File: src/rtl/mbist_pkg.sv
// Shared definitions for the March C- generator: FSM states, op encoding and the element table.
package mbist_pkg;

   typedef enum logic [2:0] {
      ST_IDLE  = 3'd0,
      ST_WR    = 3'd1,
      ST_RD    = 3'd2,
      ST_RWAIT = 3'd3,
      ST_CHK   = 3'd4,
      ST_DONE  = 3'd5
   } state_e;

   // bit1 = read, bit0 = data background
   typedef enum logic [1:0] {
      OP_W0 = 2'd0,
      OP_W1 = 2'd1,
      OP_R0 = 2'd2,
      OP_R1 = 2'd3
   } op_e;

   localparam int NUM_ELEM = 6;

   // M0 up(w0); M1 up(r0,w1); M2 up(r1,w0); M3 dn(r0,w1); M4 dn(r1,w0); M5 up(r0)
   localparam logic [NUM_ELEM-1:0]   ELEM_UP      = 6'b100111;
   localparam logic [NUM_ELEM-1:0]   ELEM_TWO_OPS = 6'b011110;
   localparam logic [4*NUM_ELEM-1:0] ELEM_OPS     = 24'h236360;

   function automatic op_e march_op(input logic [2:0] elem, input logic op_idx);
      return op_e'(ELEM_OPS[{elem, op_idx, 1'b0} +: 2]);
   endfunction

   function automatic logic elem_is_up(input logic [2:0] elem);
      return ELEM_UP[elem];
   endfunction

   function automatic logic elem_last_op(input logic [2:0] elem, input logic op_idx);
      return ELEM_TWO_OPS[elem] ? op_idx : 1'b1;
   endfunction

   function automatic logic op_is_write(input op_e op);
      return ~op[1];
   endfunction

   function automatic logic op_data_bit(input op_e op);
      return op[0];
   endfunction

endpackage

File: src/rtl/mbist_addr_counter.sv
// Up/down address counter for the march walk; is_last flags the terminal address of the current direction.
module mbist_addr_counter #(
   parameter int AW = 4
) (
   input  logic          comp_clk,
   input  logic          reset,
   input  logic          step,
   input  logic          dir_up,
   input  logic          load_zero,
   input  logic          load_max,
   output logic [AW-1:0] count,
   output logic          is_last
);

   always_ff @(posedge comp_clk) begin
      if (reset) begin
         count <= '0;
      end else if (load_zero) begin
         count <= '0;
      end else if (load_max) begin
         count <= '1;
      end else if (step) begin
         count <= dir_up ? count + AW'(1) : count - AW'(1);
      end
   end

   assign is_last = dir_up ? (count == '1) : (count == '0);

endmodule

File: src/rtl/mbist_march_generator.sv
// March C- stimulus generator feeding an SRAM and the MBIST comparator.
// state    | meaning
// IDLE     | waiting for start (or a restart latched in DONE)
// WR       | one-cycle write of the current op
// RD       | one-cycle read strobe with capture
// RWAIT    | RD_LAT cycles of memory read latency
// CHK      | one-cycle comparator check strobe
// DONE     | algorithm complete, comp_alg_end held
module mbist_march_generator
   import mbist_pkg::*;
#(
   parameter int AW     = 4,
   parameter int DW     = 1,
   parameter int RD_LAT = 1
) (
   input  logic          comp_clk,
   input  logic          reset,
   input  logic          start,
   output logic [AW-1:0] mem_addr,
   output logic [DW:0]   mem_wdata,
   output logic          mem_we,
   output logic          mem_re,
   output logic [DW:0]   exp_data,
   output logic          capture,
   output logic          check,
   output logic          comp_en,
   output logic          comp_alg_end,
   output logic          busy,
   output logic [2:0]    elem_idx
);

   localparam int WW = (RD_LAT > 1) ? $clog2(RD_LAT) : 1;

   state_e          state_q, state_d;
   logic [2:0]      elem_q, elem_d;
   logic            op_q, op_d;
   logic [WW-1:0]   wait_q, wait_d;
   logic            pend_q, pend_d;
   logic            step, ld_zero, ld_max, launch, op_done;
   logic            addr_last;
   op_e             nxt_op;

   mbist_addr_counter #(.AW(AW)) u_addr (
      .comp_clk  (comp_clk),
      .reset     (reset),
      .step      (step),
      .dir_up    (elem_is_up(elem_q)),
      .load_zero (ld_zero),
      .load_max  (ld_max),
      .count     (mem_addr),
      .is_last   (addr_last)
   );

   always_ff @(posedge comp_clk) begin
      if (reset) begin
         state_q <= ST_IDLE;
         elem_q  <= '0;
         op_q    <= 1'b0;
         wait_q  <= '0;
         pend_q  <= 1'b0;
      end else begin
         state_q <= state_d;
         elem_q  <= elem_d;
         op_q    <= op_d;
         wait_q  <= wait_d;
         pend_q  <= pend_d;
      end
   end

   always_comb begin
      state_d = state_q;
      elem_d  = elem_q;
      op_d    = op_q;
      wait_d  = wait_q;
      pend_d  = pend_q;
      step    = 1'b0;
      ld_zero = 1'b0;
      ld_max  = 1'b0;
      launch  = 1'b0;
      op_done = 1'b0;
      case (state_q)
         ST_IDLE: begin
            if (start || pend_q) begin
               elem_d  = '0;
               op_d    = 1'b0;
               ld_zero = 1'b1;
               pend_d  = 1'b0;
               launch  = 1'b1;
            end
         end
         ST_WR:  op_done = 1'b1;
         ST_RD: begin
            state_d = ST_RWAIT;
            wait_d  = WW'(RD_LAT - 1);
         end
         ST_RWAIT: begin
            if (wait_q == '0) state_d = ST_CHK;
            else              wait_d  = wait_q - WW'(1);
         end
         ST_CHK: op_done = 1'b1;
         ST_DONE: begin
            // a restart request seen here must survive the IDLE cycle even if start drops
            if (start) begin
               state_d = ST_IDLE;
               pend_d  = 1'b1;
            end
         end
         default: state_d = ST_IDLE;
      endcase

      if (op_done) begin
         if (!elem_last_op(elem_q, op_q)) begin
            op_d   = 1'b1;
            launch = 1'b1;
         end else if (!addr_last) begin
            op_d   = 1'b0;
            step   = 1'b1;
            launch = 1'b1;
         end else if (elem_q == 3'(NUM_ELEM - 1)) begin
            state_d = ST_DONE;
         end else begin
            elem_d = elem_q + 3'd1;
            op_d   = 1'b0;
            launch = 1'b1;
            if (elem_is_up(elem_d)) ld_zero = 1'b1;
            else                    ld_max  = 1'b1;
         end
      end

      nxt_op = march_op(elem_d, op_d);
      if (launch) state_d = op_is_write(nxt_op) ? ST_WR : ST_RD;
   end

   always_ff @(posedge comp_clk) begin
      if (reset) begin
         mem_wdata    <= '0;
         mem_we       <= 1'b0;
         mem_re       <= 1'b0;
         exp_data     <= '0;
         capture      <= 1'b0;
         check        <= 1'b0;
         comp_en      <= 1'b0;
         comp_alg_end <= 1'b0;
         busy         <= 1'b0;
         elem_idx     <= '0;
      end else begin
         mem_we       <= (state_d == ST_WR);
         mem_re       <= (state_d == ST_RD);
         capture      <= (state_d == ST_RD);
         check        <= (state_d == ST_CHK);
         busy         <= (state_d != ST_IDLE) && (state_d != ST_DONE);
         comp_en      <= (state_d != ST_IDLE);
         comp_alg_end <= (state_d == ST_DONE);
         elem_idx     <= elem_d;
         if (state_d == ST_WR) mem_wdata <= {(DW+1){op_data_bit(nxt_op)}};
         if (state_d == ST_RD) exp_data  <= {(DW+1){op_data_bit(nxt_op)}};
      end
   end

endmodule

File: config.mk
export PLATFORM = sky130hd
export DESIGN_NAME = mbist_march_generator
export DESIGN_NICKNAME = d
export VERILOG_FILES = /design/src/rtl/mbist_pkg.sv /design/src/rtl/mbist_addr_counter.sv /design/src/rtl/mbist_march_generator.sv
export SDC_FILE = /design/constraint.sdc
export NUM_CORES = 1
export LEC_CHECK = 0
export BUFFER_PORTS_ARGS = -buffer_cell sky130_fd_sc_hd__buf_2
export CORE_ASPECT_RATIO = 1.2
export CORE_MARGIN = 4
export CORE_UTILIZATION = 55
export CTS_CLUSTER_DIAMETER = 80
export CTS_CLUSTER_SIZE = 16
export DETAILED_ROUTE_END_ITERATION = 10
export PLACE_DENSITY_LB_ADDON = 0.2
export SLEW_MARGIN = 40
export SYNTH_ARGS = -nofsm -noshare
export SYNTH_HDL_FRONTEND = slang
export SYNTH_SLANG_ARGS = --single-unit
File: constraint.sdc
create_clock -name comp_clk -period 3.2 [get_ports comp_clk]
set_input_delay 0.16 -clock comp_clk [delete_from_list [all_inputs] [get_ports comp_clk]]
set_output_delay 0.16 -clock comp_clk [all_outputs]
set_load 0.005 [all_outputs]
==> run summary, run 1 <==
## Die
- 53.2 microns — Die X
- 62.2 microns — Die Ht
- 19 — number of placement rows
- 2310 sq um — floorplan core area
- 0.584 — initial core utilization
- 21 — Top-Level Pins
- 3310 sq um — full die area

## Logic synthesis
- 0.327 — share of synthesized area occupied by flip-flops and latches
- dfxtp_1 (22), nor2_1 (15), a21oi_1 (10) — most common library cells after synthesis
- 22 — flip-flop and latch count after synthesis
- 1350 sq um — Netlist Area Pre-Place
- 0 — fraction of registers with async set or reset after synthesis
- 0 — number of flops mapped to enable cells by yosys
- 0.217 — compound-gate portion of the synthesized area
- 47 — post-synthesis cell type count
- 0.182 — area share of and/or/nand/nor cells after synthesis
- 159 — Post-Synthesis Net Count
- 147 — number of instances in the synthesized netlist
- 0.0892 — adder and majority cell fraction of the synthesized area
- dfxtp_1 — count leader, synth
- 0.0576 — fraction of synthesized cell area in xor and xnor cells
- 0.327 — fraction of post-synthesis cell area in the top cell type by area
- 0.0706 — post-synthesis mux area share
- dfxtp_1 — predominant post-synthesis flop cell
- dfxtp_1 — leading area contributor after synthesis
- dfxtp_1 (33%), ha_1 (7.4%), nor2_1 (4.2%), a21oi_1 (3.7%), xnor2_1 (3.3%) — Area contributors post-synth
- 0 — Yosys warnings
- compound AO/OA/AOI/OAI gates — combinational family with the most area after synthesis
- 9.16 sq um — Syn Area/Cell

## Placement
- 1460 sq um — Post-Place Cell Area
- 0.354 ns — dpl ws
- 0.897 — Final Wtd Congestion
- 20 — number of buffers inserted by port buffering
- 2.06 mm — half-perimeter wire length of the detailed placement result

## Setup path
- flop to flop — Worst Path Class, Setup
- 7 — top fanout value on the critical path
- 3.42 ns — data required time at the worst endpoint
- 3.04 ns — critical path arrival
- flop — Worst Setup Start Kind
- flop — critical path endpoint category

## Global route
- 0.195 — Total GRT Usage
- 4.94 mm — global-route wire length before repair
- 0 — antenna violations before repair
- 0 — overflow left after global routing
- 1080 — vias in the first global route
- 20 — pin count of the biggest net entering global routing

## Route
- 1101 — count of vias placed by the detailed router
- 2.79 mm — Post-Route WL
- 14.2 microns — routed length per placed instance
- 4 — number of detailed-route iterations in the first pass
- 26 — starting DRC count in detailed routing
- 0 — DRC Markers
- 0 — post-route antenna net violation count
- 5.62 — post-DR vias/cell

## Final layout
- 178 — # nets final
- 213 — fill count
- 4 — max reg flops
- 12.7% — P&R area growth vs syn
- u_addr.count: 4 flops, elem_idx: 3 flops, state_q: 3 flops — leading registers by flop count
- 1520 sq um — area of all placed cells without fillers
- 0 — ant diodes
- 0.273 — fraction of layout instances using a drive strength above 1
- u_addr.count — most flop-heavy register
- 0.658 — final cell utilization of the core

## Clock network
- 0 — quantity of gates resized following cts
- 1 — H-tree levels
- 0 — Post-CTS Hold Buffers
- 3 — TritonCTS buffer count
- clkbuf_4 — Root Driver
- built — clock tree from TritonCTS
- 0.12 ns — clock-pin slew on the worst setup and hold paths
- 2 — maximum clock insertion buffer count
- 0.32 ns — insertion delay to the later sink of the worst-skew pair
- 0 — Post-CTS Setup Bufs
- 22 — clock net sink count

## Timing
- 0.384 ns — Worst Slack Setup Final
- 0 ns — final setup TNS
- 0.00128 ns — Worst Clk Skew
- 0 — Slew Limit Fails
- 355 MHz — Fmax
- false — RSZ-0062 raised after global routing
- 0.880 — Period Utilization, post-route
- 0.432 ns — transition at the pin with the smallest max-transition slack
- 0.711 — worst max-slew margin expressed relative to the limit
- 0 — count of final hold-check violations
- 0.208 ns — tightest hold margin
- 2.82 ns — final period demand of the worst path
- 0 — number of setup violations in the final report

## Power
- 0.121 mW — net switching power
- 0.298 mV — peak ir drop on the vdd network
- 0.081 — fraction of power consumed by combinational cells
- 360 nW/um^2 — total power per unit cell area
- 0.221 — switching portion of total power
- 0.396 — clock share of power
- 0.687 nW — total leakage power
- 0.426 mW — Internal Power
- 0.523 — share of total power in sequential cells

## Worst hold path
- input port to flop — class of the worst hold path

## Flow run
- 0 — max-cap check violation count

## Run status
- finished, final reports clean — status

-- critical path, stage by stage (launching register included) --
cell      delay [ns]
dfxtp_1         0.40
or4_4           0.58
mux2_2          0.32
nor2_2          0.24
a31oi_2         0.21
ha_1            0.34
o21ai_0         0.08
o211ai_1        0.16
a21oi_1         0.10
mux2_1          0.29
-- final cells by class --
| cell class | instances | area (sq um) | area share |
|---|---|---|---|
| clock buffers | 3 | 22.5 | 0.0148 |
| clock inverters | 1 | 30.0 | 0.0198 |
| inverters | 7 | 26.3 | 0.0173 |
| multi-input cells | 109 | 837 | 0.552 |
| flip-flops and latches | 22 | 440 | 0.290 |
| well taps | 31 | 38.8 | 0.0256 |
| repair buffers | 23 | 123 | 0.0808 |
-- power by group through the flow --
stage	registers, mW	clock network (mW)	logic [mW]
floorplan	0.290	0	0.0354
global placement	0.291	0	0.0437
detailed placement	0.292	0	0.0437
CTS	0.286	0.223	0.0445
global route	0.287	0.234	0.0504
finish	0.286	0.216	0.0445
-- path summary, 6_finish.rpt --
check	from	end	slack, ns	cells after the start
max reg2reg	u_addr.count[0]	mem_wdata[0]	0.38	9
min	reset	elem_idx[1]	0.21	2
min reg2reg	pend_q	pend_q	0.52	2
max	u_addr.count[0]	mem_wdata[0]	0.38	9
-- layer usage --
metal,GRT usage,wire (microns),part of all wire
met5,0,0,0
met4,0.0639,38,0.014
met3,0.0478,100,0.036
met2,0.346,1480,0.53
met1,0.219,1170,0.42
-- kinds of logic after synthesis --
logic type,count (synthesis)
simple gates,46
compound gates,39
flops,22
buf+inv,16
fa+ha+maj,9
xor+xnor,8
mux,7
-- layout by cell type, fill, tap and decap left out, types with 5 or more instances in the layout --
cell type / count
dfxtp_1: 22
buf_2: 20
nor2_1: 15
a21oi_1: 10
o21ai_0: 8
ha_1: 8
inv_1: 7
nand2_1: 7
xnor2_1: 5
-- stage by stage --
| step | std cells | power [mW] |
|---|---|---|
| 2_1_floorplan | 147 | 0.325 |
| 3_3_place_gp | 192 | 0.335 |
| 3_5_place_dp | 192 | 0.336 |
| 4_1_cts | 196 | 0.553 |
| 5_1_grt | 196 | 0.572 |
| 6_report | 196 | 0.547 |
Power figures use the tool's default switching activity.
==> inputs of run 2 (changes only) <==
--- a/config.mk
+++ b/config.mk
@@ -16,4 +16,5 @@
 export SLEW_MARGIN = 40
 export SYNTH_ARGS = -nofsm -noshare
 export SYNTH_HDL_FRONTEND = slang
+export SYNTH_HIERARCHICAL = 1
 export SYNTH_SLANG_ARGS = --single-unit
==> run 2 against run 1 <==
  * Critical path depth up 3
  * Clock skew up 0.0020 ns
  * Via count down 1.0%
  * Sequential power up 5%
  * Flip-flop and latch count unchanged
  * Critical path type unchanged
==> run summary, run 2 <==
## Placement
- 20 — number of buffers inserted by port buffering
- 1420 sq um — Post-Place Cell Area
- 1.96 mm — half-perimeter wire length of the detailed placement result
- 0.865 — Final Wtd Congestion
- 0.336 ns — dpl ws

## Timing
- 0.869 — Period Utilization, post-route
- 0 ns — final setup TNS
- 0 — count of final hold-check violations
- 0 — Slew Limit Fails
- 2.78 ns — final period demand of the worst path
- 0.420 ns — Worst Slack Setup Final
- 0.205 ns — tightest hold margin
- 0 — number of setup violations in the final report
- 360 MHz — Fmax
- 0.513 ns — transition at the pin with the smallest max-transition slack
- 0.00325 ns — Worst Clk Skew
- false — RSZ-0062 raised after global routing
- 0.655 — worst max-slew margin expressed relative to the limit

## Final layout
- dfxtp_1 (22), buf_2 (20), nor2_1 (14), a21oi_1 (12), nand2_1 (9) — leading cell types in the layout, fill and taps excluded
- u_addr/count: 4 flops, elem_idx: 3 flops, state_q: 3 flops — leading registers by flop count
- 9.90% — P&R area growth vs syn
- 0.216 — fraction of layout instances using a drive strength above 1
- dfxtp_1 — commonest non-fill, non-tap cell in the layout
- u_addr/count — most flop-heavy register
- 4 — max reg flops
- 0 — ant diodes
- 180 — # nets final
- 1470 sq um — area of all placed cells without fillers

## Logic synthesis
- 1340 sq um — Netlist Area Pre-Place
- 164 — Post-Synthesis Net Count
- dfxtp_1 — count leader, synth
- 0 — fraction of registers with async set or reset after synthesis
- dfxtp_1 — predominant post-synthesis flop cell
- 152 — number of instances in the synthesized netlist
- dfxtp_1 (33%), ha_1 (7.5%), a21oi_1 (4.5%), nor2_1 (3.9%), mux2i_1 (3.0%) — Area contributors post-synth
- dfxtp_1 (22), nor2_1 (14), a21oi_1 (12) — most common library cells after synthesis
- 0.329 — share of synthesized area occupied by flip-flops and latches
- 6 — Yosys warnings
- 0.329 — fraction of post-synthesis cell area in the top cell type by area
- dfxtp_1 — leading area contributor after synthesis
- 49 — post-synthesis cell type count
- 8.82 sq um — Syn Area/Cell
- 22 — flip-flop and latch count after synthesis
- 0 — number of flops mapped to enable cells by yosys

## Die
- 53.1 microns — Die X
- 62.1 microns — Die Ht
- 21 — Top-Level Pins
- 2310 sq um — floorplan core area
- 19 — number of placement rows
- 0.581 — initial core utilization
- 3290 sq um — full die area

## Setup path
- 3.03 ns — critical path arrival
- flop — critical path endpoint category
- 3.45 ns — data required time at the worst endpoint
- u_addr/count[3] — launch point of the worst path
- flop to flop — Worst Path Class, Setup
- flop — Worst Setup Start Kind
- mem_wdata[0] — capture instance of the worst register-to-register path
- mem_wdata[0] — crit path capture
- u_addr/count[3] — start of the worst register-to-register path
- 0.42 ns — register-to-register setup slack
- 12 — depth of the worst register-to-register path
- 8 — top fanout value on the critical path

## Route
- 0 — DRC Markers
- 4 — number of detailed-route iterations in the first pass
- 1090 — count of vias placed by the detailed router
- 13.1 microns — routed length per placed instance
- 23 — starting DRC count in detailed routing
- 2.60 mm — Post-Route WL
- 5.51 — post-DR vias/cell
- 0 — post-route antenna net violation count

## Global route
- 0.178 — Total GRT Usage
- 0 — overflow left after global routing
- 4.39 mm — global-route wire length before repair
- 18 — pin count of the biggest net entering global routing
- 0 — antenna violations before repair
- 1016 — vias in the first global route

## Power
- 0.662 nW — total leakage power
- 0.596 mW — total power draw
- 0.281 mV — peak ir drop on the vdd network
- 405 nW/um^2 — total power per unit cell area

## Worst hold path
- input port to flop — class of the worst hold path

## Clock network
- 2 — maximum clock insertion buffer count
- clkbuf_4 — Root Driver
- 0 — Post-CTS Setup Bufs
- 0.30 ns — insertion delay to the later sink of the worst-skew pair
- 0.12 ns — clock-pin slew on the worst setup and hold paths
- built — clock tree from TritonCTS
- 1 — H-tree levels
- 22 — clock net sink count
- 3 — TritonCTS buffer count

## Run status
- finished, final reports clean — status

## Flow run
- 0 — max-cap check violation count

run 2: cells by family after synthesis:
family                     share of synthesized area
and+or+nand+nor                                0.232
AOI/OAI and AO/OA                              0.182
muxes                                         0.0495
buffers and inverters                         0.0747
xor gates and xnor gates                      0.0439
DFF                                            0.329
adders and majority gates                     0.0896
run 2: layout make-up:
type,count,area (sq um)
clock buffer,3,22.5
clock inverter,1,30.0
fill,219,833
inverter,8,30.0
multi-input combinational,112,803
sequential,22,440
tap,31,38.8
timing repair buffer,21,108
run 2: worst min path at each step:
stage | to | cells after the start | startpoint
2_1_floorplan | elem_idx[2] | 1 | reset
3_3_place_gp | exp_data[0] | 2 | exp_data[0]
3_5_place_dp | exp_data[0] | 2 | exp_data[0]
4_1_cts | flop | 2 | reset
5_1_grt | flop | 2 | reset
6_report | flop | 2 | reset
run 2: report_power, final:
| part | internal [mW] | leakage (nW) | switching, mW |
|---|---|---|---|
| registers | 0.286 | 0.179 | 0.0149 |
| logic | 0.0400 | 0.455 | 0.0442 |
| clock network | 0.127 | 0.0279 | 0.0845 |
| total | 0.452 | 0.662 | 0.144 |
run 2: what timing repair did:
| action | in CTS | in global routing |
|---|---|---|
| resized for setup | 0 | 1 |
| endpoints found under the setup margin | 0 | 1 |
| hold buffers | 0 | 0 |
run 2: worst max-delay path, cell delays in order (launching register included):
cell	delay, ns
dfxtp_1	0.39
nor4_1	0.28
nand2_1	0.08
o21ai_1	0.13
nor2b_1	0.33
nand3_1	0.26
o21ai_2	0.31
ha_1	0.23
nand3_1	0.08
a21oi_1	0.16
a21oi_1	0.05
a311o_1	0.33
mux2i_1	0.12
run 2: routing by layer:
metal / global-route usage / share of wire
met1: 0.195 / 0.41
met2: 0.344 / 0.54
met3: 0.0263 / 0.028
met4: 0.0657 / 0.022
met5: 0 / 0
run 2: stage by stage:
step | cells | util
global route | 198 | 0.639
global placement | 194 | 0.614
finish | 198 | 0.639
floorplan | 152 | -
detailed placement | 194 | 0.614
CTS | 198 | 0.637
==> inputs of run 3 (changes only) <==
--- a/config.mk
+++ b/config.mk
@@ -13,6 +13,7 @@
 export CTS_CLUSTER_SIZE = 16
 export DETAILED_ROUTE_END_ITERATION = 10
 export PLACE_DENSITY_LB_ADDON = 0.2
+export RECOVER_POWER = 50
 export SLEW_MARGIN = 40
 export SYNTH_ARGS = -nofsm -noshare
 export SYNTH_HDL_FRONTEND = slang
==> run 3 against run 2 <==
  * Combinational power fell by 0.8%
  * Maximum frequency barely moved
  * Clock skew increased by 0.00059 ns
  * Worst hold slack gained 0.0027 ns
  * Critical endpoint unchanged
  * Flip-flop and latch count stayed put
  * Largest power group unchanged
  * Highest routed layer unchanged
  * Setup slack improved by 0.00055 ns
  * First-iteration DRC count fell by 4.3%
  * Count of clock-buffer cells in the layout unchanged
  * Power barely moved
  * Die area unchanged
  * Critical path type unchanged
  * Routed wire length increased by 0.38%
==> run summary, run 3 (synthesis gave the netlist of run 2 again) <==
## Timing
- false — RSZ-0062 raised after global routing
- 0 — count of final hold-check violations
- 360 MHz — Fmax
- 0 — Slew Limit Fails
- 0.00384 ns — Worst Clk Skew
- 0.421 ns — Worst Slack Setup Final
- 0.869 — Period Utilization, post-route
- 0.208 ns — tightest hold margin
- 0.651 — worst max-slew margin expressed relative to the limit
- 0 ns — final setup TNS
- 2.78 ns — final period demand of the worst path
- 0.519 ns — transition at the pin with the smallest max-transition slack
- 0 — number of setup violations in the final report

## Setup path
- dfxtp_1 — slowest cell on the critical path
- nor4_1 > nand2_1 > o21ai_1 > nor2b_1 > nand3_1 > o21ai_2 > ha_1 > nand3_1 > a21oi_1 > a21oi_1 > a311o_1 > mux2i_1 — critical path cell sequence
- flop to flop — Worst Path Class, Setup
- 8 — top fanout value on the critical path
- 0.39 ns — slowest stage delay, CP
- flop — Worst Setup Start Kind
- 12 — number of cells on the critical path
- 0 — Bufs and invs on worst path
- 12 — depth of the worst register-to-register path
- 3.45 ns — data required time at the worst endpoint
- simple AND/OR/NAND/NOR gates — Crit path max-delay family
- 3.03 ns — critical path arrival
- flop — critical path endpoint category

## Clock network
- 0.30 ns — insertion delay to the later sink of the worst-skew pair
- 0 — Post-CTS Hold Buffers
- built — clock tree from TritonCTS
- 0.12 ns — clock-pin slew on the worst setup and hold paths
- 1 — H-tree levels
- clkbuf_4 — Root Driver
- 22 — clock net sink count
- 3 — TritonCTS buffer count
- 0 — quantity of gates resized following cts
- 0 — Post-CTS Setup Bufs
- 2 — maximum clock insertion buffer count

## Die
- 21 — Top-Level Pins
- 0.581 — initial core utilization
- 2310 sq um — floorplan core area
- 3290 sq um — full die area
- 62.1 microns — Die Ht
- 53.1 microns — Die X
- 19 — number of placement rows

## Route
- 0 — DRC Markers
- 1096 — count of vias placed by the detailed router
- 5.54 — post-DR vias/cell
- 2.61 mm — Post-Route WL
- 13.2 microns — routed length per placed instance
- 0 — post-route antenna net violation count
- 4 — number of detailed-route iterations in the first pass
- 22 — starting DRC count in detailed routing

## Final layout
- 8.96% — P&R area growth vs syn
- u_addr/count — most flop-heavy register
- dfxtp_1 (22), nor2_1 (14), a21oi_1 (12), buf_2 (10), clkbuf_1 (10) — leading cell types in the layout, fill and taps excluded
- 180 — # nets final
- u_addr/count: 4 flops, elem_idx: 3 flops, state_q: 3 flops — leading registers by flop count
- 0 — ant diodes
- 1460 sq um — area of all placed cells without fillers
- 4 — max reg flops
- 0.156 — fraction of layout instances using a drive strength above 1
- dfxtp_1 — commonest non-fill, non-tap cell in the layout

## Worst hold path
- 2 — WHS Path Cells
- input port to flop — class of the worst hold path

## Power
- 0.281 mV — peak ir drop on the vdd network
- 0.596 mW — total power draw
- 0.619 nW — total leakage power
- 408 nW/um^2 — total power per unit cell area

## Flow run
- 0 — max-cap check violation count

## Placement
- 1.96 mm — half-perimeter wire length of the detailed placement result
- 0.865 — Final Wtd Congestion
- 20 — number of buffers inserted by port buffering
- 0.336 ns — dpl ws
- 1420 sq um — Post-Place Cell Area

## Global route
- 0 — overflow left after global routing
- 4.39 mm — global-route wire length before repair
- 0.195 — fraction of met1 tracks used by global routing
- 0.178 — Total GRT Usage
- 1016 — vias in the first global route
- 18 — pin count of the biggest net entering global routing
- 0.344 — met2 layer usage reported by global route
- met2 — Most Used Layer, Global Route
- 0.0263 — met3 layer usage reported by global route
- 0 — antenna violations before repair

## Run status
- finished, final reports clean — status

[run 3: final timing paths]
kind / start / end / slack [ns]
min: reset / flop / 0.21
max reg2reg: u_addr/count[3] / mem_wdata[0] / 0.42
max: u_addr/count[3] / mem_wdata[0] / 0.42
min reg2reg: exp_data[0] / exp_data[0] / 0.50
[run 3: per-layer routing]
layer,routed length (microns),vias up
met5,0,-
met4,56,0
met3,77,6
met2,1400,16
met1,1080,510
li1,-,564
[run 3: area by class of cell]
cell class	instances	area, sq um
flip-flops and latches	22	440
inverters	8	30.0
clock inverters	1	30.0
multi-input cells	112	803
clock buffers	3	22.5
repair buffers	21	95.1
well taps	31	38.8
fillers	222	846
[run 3: power breakdown]
group	switching (mW)	internal, mW
registers	0.0150	0.286
clock network	0.0849	0.127
logic	0.0443	0.0392
[run 3: worst reg2reg max path, delay by kind of cell, from the launching register on]
family	cells	cell delay, ns
compound gates	5	0.98
simple gates	5	1.03
mux	1	0.12
flops	1	0.39
fa+ha+maj	1	0.23
[run 3: metrics by stage]
| step | utilization | instances |
|---|---|---|
| floorplan | - | 152 |
| global placement | 0.614 | 194 |
| detailed placement | 0.614 | 194 |
| CTS | 0.637 | 198 |
| global route | 0.633 | 198 |
| finish | 0.633 | 198 |
